===== config.mk =====
export PLATFORM = sky130hd
export DESIGN_NAME = switch_debounce_flat
export DESIGN_NICKNAME = d
export VERILOG_FILES = /design/src/rtl/switch_debounce_pkg.sv /design/src/rtl/switch_debounce_if.sv /design/src/rtl/switch_debounce_bit.sv /design/src/rtl/switch_debounce.sv /design/src/flat_wrapper.sv
export SDC_FILE = /design/constraint.sdc
export NUM_CORES = 1
export LEC_CHECK = 0
export ABC_AREA = 1
export CAP_MARGIN = 10
export CORE_ASPECT_RATIO = 0.8
export CORE_MARGIN = 2
export CORE_UTILIZATION = 28
export DETAILED_ROUTE_END_ITERATION = 8
export GPL_TIMING_DRIVEN = 0
export SYNTH_ARGS = -nofsm -noshare
export SYNTH_HDL_FRONTEND = slang
export SYNTH_SLANG_ARGS = --single-unit

===== constraint.sdc =====
create_clock -name clk_sys_i -period 1.9 [get_ports clk_sys_i]
set_input_delay 0.38 -clock clk_sys_i [delete_from_list [all_inputs] [get_ports clk_sys_i]]
set_output_delay 0.38 -clock clk_sys_i [all_outputs]
set_load 0.02 [all_outputs]

===== src/rtl/switch_debounce_pkg.sv =====
// rtl/switch_debounce_pkg.sv - shared defaults and helpers for the switch debouncer
package switch_debounce_pkg;

  // System clock frequency the default tick period is derived from.
  localparam int SysClkFreq = 40_000_000;

  // 8 user DIP + 5 navigation + 3 software-select switches.
  localparam int SwDebounceWidth = 16;

  // One sample tick per millisecond of system clock.
  localparam int SwDebounceTickCycles = SysClkFreq / 1000;

  // Consecutive mismatching ticks required before a new level is accepted.
  localparam int SwDebounceStableTicks = 5;

  // Counter width able to hold 0..stable_ticks.
  function automatic int cnt_width(input int stable_ticks);
    return $clog2(stable_ticks + 1);
  endfunction

endpackage


===== src/rtl/switch_debounce_if.sv =====
// rtl/switch_debounce_if.sv - debounced level and edge event bundle
interface switch_debounce_if #(
  parameter int Width = 16
);

  logic [Width-1:0] sw_o;
  logic [Width-1:0] rise_o;
  logic [Width-1:0] fall_o;
  logic             changed_o;

  // Debouncer drives the bundle.
  modport master (
    output sw_o,
    output rise_o,
    output fall_o,
    output changed_o
  );

  // Consumer samples the bundle every cycle.
  modport slave (
    input sw_o,
    input rise_o,
    input fall_o,
    input changed_o
  );

endinterface


===== src/rtl/switch_debounce_bit.sv =====
// rtl/switch_debounce_bit.sv - per-bit stability filter and edge detector
module switch_debounce_bit
  import switch_debounce_pkg::*;
#(
  parameter int   StableTicks = 5,
  parameter logic ResetVal    = 1'b0
) (
  input  logic clk_i,
  input  logic rst_ni,
  input  logic sync_i,
  input  logic tick_i,
  output logic sw_o,
  output logic rise_o,
  output logic fall_o,
  output logic accept_o
);

  localparam int            CntW    = cnt_width(StableTicks);
  localparam logic [CntW-1:0] CntLast = CntW'(StableTicks - 1);

  logic [CntW-1:0] cnt_q, cnt_d;
  logic            lvl_q, lvl_d;
  logic            prev_q;
  logic            accept;

  // Matching input clears qualification at once; mismatches only advance on ticks.
  always_comb begin
    cnt_d  = cnt_q;
    lvl_d  = lvl_q;
    accept = 1'b0;
    if (sync_i == lvl_q) begin
      cnt_d = '0;
    end else if (tick_i) begin
      if (cnt_q == CntLast) begin
        lvl_d  = sync_i;
        cnt_d  = '0;
        accept = 1'b1;
      end else begin
        cnt_d = cnt_q + CntW'(1);
      end
    end
  end

  // Accepted level, its one-cycle-delayed copy for edge detection, and the counter.
  always_ff @(posedge clk_i or negedge rst_ni) begin
    if (!rst_ni) begin
      cnt_q  <= '0;
      lvl_q  <= ResetVal;
      prev_q <= ResetVal;
    end else begin
      cnt_q  <= cnt_d;
      lvl_q  <= lvl_d;
      prev_q <= lvl_q;
    end
  end

  assign sw_o     = lvl_q;
  assign rise_o   = lvl_q & ~prev_q;
  assign fall_o   = ~lvl_q & prev_q;
  // Tells the parent that the level flips on the next edge.
  assign accept_o = accept;

endmodule


===== src/rtl/switch_debounce.sv =====
// rtl/switch_debounce.sv - synchronise and debounce mechanical switch inputs
module switch_debounce
  import switch_debounce_pkg::*;
#(
  parameter int               Width       = SwDebounceWidth,
  parameter int               TickCycles  = SwDebounceTickCycles,
  parameter int               StableTicks = SwDebounceStableTicks,
  parameter logic [Width-1:0] ResetVal    = '0
) (
  input  logic              clk_sys_i,
  input  logic              rst_sys_ni,
  input  logic [Width-1:0]  sw_i,
  switch_debounce_if.master ev
);

  localparam int             TickW    = $clog2(TickCycles);
  localparam logic [TickW-1:0] TickLast = TickW'(TickCycles - 1);

  logic [Width-1:0] sync1_q, sync2_q;
  logic [TickW-1:0] pre_q, pre_d;
  logic             tick;
  logic [Width-1:0] sw_w, rise_w, fall_w, accept_w;
  logic             changed_q;

  // Two-flop synchroniser for the asynchronous switch levels.
  always_ff @(posedge clk_sys_i or negedge rst_sys_ni) begin
    if (!rst_sys_ni) begin
      sync1_q <= ResetVal;
      sync2_q <= ResetVal;
    end else begin
      sync1_q <= sw_i;
      sync2_q <= sync1_q;
    end
  end

  // Free-running sample prescaler shared by every bit.
  always_comb begin
    tick  = (pre_q == TickLast);
    pre_d = tick ? '0 : pre_q + TickW'(1);
  end

  // Prescaler count register.
  always_ff @(posedge clk_sys_i or negedge rst_sys_ni) begin
    if (!rst_sys_ni) begin
      pre_q <= '0;
    end else begin
      pre_q <= pre_d;
    end
  end

  for (genvar g = 0; g < Width; g++) begin : g_bit
    switch_debounce_bit #(
      .StableTicks (StableTicks),
      .ResetVal    (ResetVal[g])
    ) u_bit (
      .clk_i    (clk_sys_i),
      .rst_ni   (rst_sys_ni),
      .sync_i   (sync2_q[g]),
      .tick_i   (tick),
      .sw_o     (sw_w[g]),
      .rise_o   (rise_w[g]),
      .fall_o   (fall_w[g]),
      .accept_o (accept_w[g])
    );
  end

  // Any acceptance this cycle means some bit has an edge in the next cycle.
  always_ff @(posedge clk_sys_i or negedge rst_sys_ni) begin
    if (!rst_sys_ni) begin
      changed_q <= 1'b0;
    end else begin
      changed_q <= |accept_w;
    end
  end

  assign ev.sw_o      = sw_w;
  assign ev.rise_o    = rise_w;
  assign ev.fall_o    = fall_w;
  assign ev.changed_o = changed_q;

endmodule


===== src/flat_wrapper.sv =====
// flat-port wrapper written by rule: the top's interface ports become plain ports
module switch_debounce_flat import switch_debounce_pkg::*;
#(
  parameter int               Width       = SwDebounceWidth,
  parameter int               TickCycles  = SwDebounceTickCycles,
  parameter int               StableTicks = SwDebounceStableTicks,
  parameter logic [Width-1:0] ResetVal    = '0
)
  (clk_sys_i, rst_sys_ni, sw_i, ev_sw_o, ev_rise_o, ev_fall_o, ev_changed_o);
  switch_debounce_if #(.Width(Width)) ev_i ();
  input  logic clk_sys_i;
  input  logic rst_sys_ni;
  input  logic [Width-1:0] sw_i;
  output wire logic [$bits(ev_i.sw_o)-1:0] ev_sw_o;
  output wire logic [$bits(ev_i.rise_o)-1:0] ev_rise_o;
  output wire logic [$bits(ev_i.fall_o)-1:0] ev_fall_o;
  output wire logic [$bits(ev_i.changed_o)-1:0] ev_changed_o;
  assign ev_sw_o = ev_i.sw_o;
  assign ev_rise_o = ev_i.rise_o;
  assign ev_fall_o = ev_i.fall_o;
  assign ev_changed_o = ev_i.changed_o;
  switch_debounce #(.Width(Width), .TickCycles(TickCycles), .StableTicks(StableTicks), .ResetVal(ResetVal)) u_core (.clk_sys_i(clk_sys_i), .rst_sys_ni(rst_sys_ni), .sw_i(sw_i), .ev(ev_i));
endmodule

==> results.md <==
* Synth area leaders: dfrtp_1 51%, inv_1 6.9%, ha_1 6.5%
* Type of element capturing the critical path: output port
* Crit-path max cell delay at approximately 0.42 ns
* Dpl ws at around 0.026 ns
* Initial Util at 28.3%
* Sequential area share after synthesis at 51.1%
* Buffers on Ports at 66
* Die Y-Extent at around 140 um
* Worst path cell trace: inv_1, nor2_1, buf_4, dlygate4sd2_1
* Detail Route Antenna Nets at 0
* DR vias/cell at about 4.0
* Power per cell area at between 700 and 800 nW/um2
* DR vias at ~4,500
* Worst min path class: reg2reg
* P_leak at around 0.0042 uW
* Commonest non-fill, non-tap cells in the layout: 116 x inv_1, 115 x dfrtp_1, 98 x nand2_1
* Outcome: completed
* Met1 Use GR at between 10 and 15%
* Setup violations, final at 0
* Max stage delay cell, worst path: dfrtp_1
* Die area at 23,800 um2
* Core occupancy in the finished layout at around 36%
* First-pass GRT wire length at roughly 21,000 um
* CTS tree: yes
* Cts bufs inserted at 17
* Worst Slack Setup Final at around 0.092 ns
* Htree depth at 4
* EDFF count, synth at 0
* Diodes inserted at 0
* R2R Setup Slk at about 0.15 ns
* Overall Global Routing Usage at between 10% and 20%
* Startpoint types: flip-flop
* Synth top area share at between 50 and 60%
* Worst-path clk slew at 0.05 ns
* GP Congestion at about 0.81
* Post-Syn Area at 6310 um2
* Final Critical Period at ~1.8 ns
* Antenna violations before repair at 0
* TritonRoute pass-1 iters at 4
* Most common cell after layout, fill and taps aside: inv_1
* Dpl hpwl at about 8300 um
* WL final at approximately 12,000 um
* Vias in the first global route at 4,457
* Fmax at about 0.55 GHz
* DRC violations left at 0
* Ys async rst share at 100%
* Clk sinks at approximately 130
* Layout cells sized above 1 at 15.8%
* # IOs at 67
* Placed Area at 7380 um2
* Crit Path Max Fanout at 5
* Grt total ovfl at 0
* Arrival time at the worst endpoint at between 1 and 1.5 ns
* Busiest grt layer: met2
* Worst vdd ir at ~450 uV
* Clk Latency, worst-skew pair at 0.42 ns
* Worst Tran Pin Value at 0.532 ns
* Die Wd at about 170 um
* Core region area at between 20,000 and 25,000 um2
* Slew margin rel. at 64.3%
* Row cnt at 49
* Slew Viols, Final at 0
* Post-synth top flop: dfrtp_1
* Clock Skews at roughly 0.0097 ns
* Maximum clock path buffer count at 2
* Mean Syn Cell Area at 9.02 um2
* Post-Synthesis Cells at 700
* Synthesized Nets at approximately 750
* Drt initial violations at about 280
* Routing usage on met3 at between 3 and 4%
* Largest net degree at the start of global routing at 80
* Synth Warn # at 0
* Fin. Hold Viols at 0
* Synthesized flop and latch total at approximately 130
* Dominant cell type by area after synthesis: dfrtp_1
* CP required at about 1.5 ns
* Met2 Usage GRT at approximately 17%
* Root cell of the clock tree: clkbuf_16
* Synth cell types at 30
* Wire length per cell at about 11 um
* Fin area at 7960 um2
* Tcrit/Tclk final at 95.2%
* Layout area overhead at 26.2%
* Crit Path Category: reg2out
* Net count, final at between 800 and 900
* Max Cap Violations at 0
## cell families (layout without fill, tap and decap cells)
| group | count (synthesis) | count (layout) | share of synthesized area, % |
|---|---|---|---|
| flops | 129 | 129 | 51.1 |
| xor+xnor | 18 | 18 | 2.50 |
| fa+ha+maj | 33 | 33 | 6.54 |
| compound gates | 98 | 98 | 8.39 |
| buf+inv | 175 | 275 | 13.8 |
| simple gates | 247 | 247 | 17.6 |
## layout make-up
type | instances | area (um2)
Tap cell | 306 | 383
Clock inverter | 5 | 103
Fill cell | 2294 | 14400
Multi-Input combinational cell | 396 | 2220
Inverter | 120 | 453
Sequential cell | 129 | 3250
Timing Repair Buffer | 70 | 654
Clock buffer | 25 | 485
Buffer | 55 | 419
## synthesized netlist by cell type (4+ instances only)
library cell	count
inv_1	116
nand4_1	15
nand2_2	4
o21ai_1	5
ha_1	33
dfrtp_1	129
buf_4	50
a21oi_1	31
xor2_1	12
nor2_2	4
nand3_1	41
xnor2_1	6
a21oi_2	6
nand2_1	98
nor2_1	72
nand2_4	8
o21ai_0	48
## flip-flops by register name, indices dropped and copies added (netlist names)
signal / count
u_core.g_bit.u_bit.cnt_q: 48
u_core.sync1_q: 16
u_core.pre_q: 16
u_core.sync2_q: 16
u_core.g_bit.u_bit.prev_q: 16
u_core.ev.changed_o: 1
u_core.g_bit.u_bit.sw_o: 16
## worst paths after layout
kind                                       startpoint                           end  depth (start not counted)
max in group asynchronous                  rst_sys_ni    u_core.g_bit[3].u_bit.sw_o                          3
max reg2reg                           u_core.pre_q[0]           u_core.ev.changed_o                         10
max                        u_core.g_bit[7].u_bit.sw_o                  ev_rise_o[7]                          4
min in group asynchronous                  rst_sys_ni  u_core.g_bit[4].u_bit.prev_q                          2
min reg2reg                         u_core.sync1_q[3]             u_core.sync2_q[3]                          0
min                                 u_core.sync1_q[3]             u_core.sync2_q[3]                          0
## per-layer routing
metal  wire length (um)  vias to the layer above
li1                   -                     2330
met2               5350                       66
met5                  0                        -
met4                157                        0
met1               5890                     2066
met3                517                       13
## worst max-delay path: cells and delay by family (launching register included)
kind / cells / cell delay [ns]
buffers and inverters: 3 / 0.50
DFF: 1 / 0.42
and+or+nand+nor: 1 / 0.09
## power by group
group	total (uW)	leakage, uW	switching (uW)	internal, uW
clock	3270	0.000283	1120	2150
sequential	2830	0.00168	25.8	2800
combinational	224	0.00220	141	82.4
## stage by stage
stage	total power (uW)	cells	setup TNS (ns)	hold slack, ns
2_1_floorplan	2980	700	0	0.0844
3_3_place_gp	3100	1072	-644.67	0.334
4_1_cts	6450	1106	0	0.347
5_1_grt	6600	1106	-0.0148	0.352
6_report	6320	1106	0	0.345
3_5_place_dp	3100	1073	0	0.335
## timing repair
action / 4_1_cts / 5_1_grt
setup buffers: 2 / 0
hold endpoints to repair: 50 / 0
gates resized for setup: 59 / 7
hold buffers: 1 / 0
pin swaps: 0 / 0
endpoints found under the setup margin: 48 / 33
(Power assumes the default switching activity.)
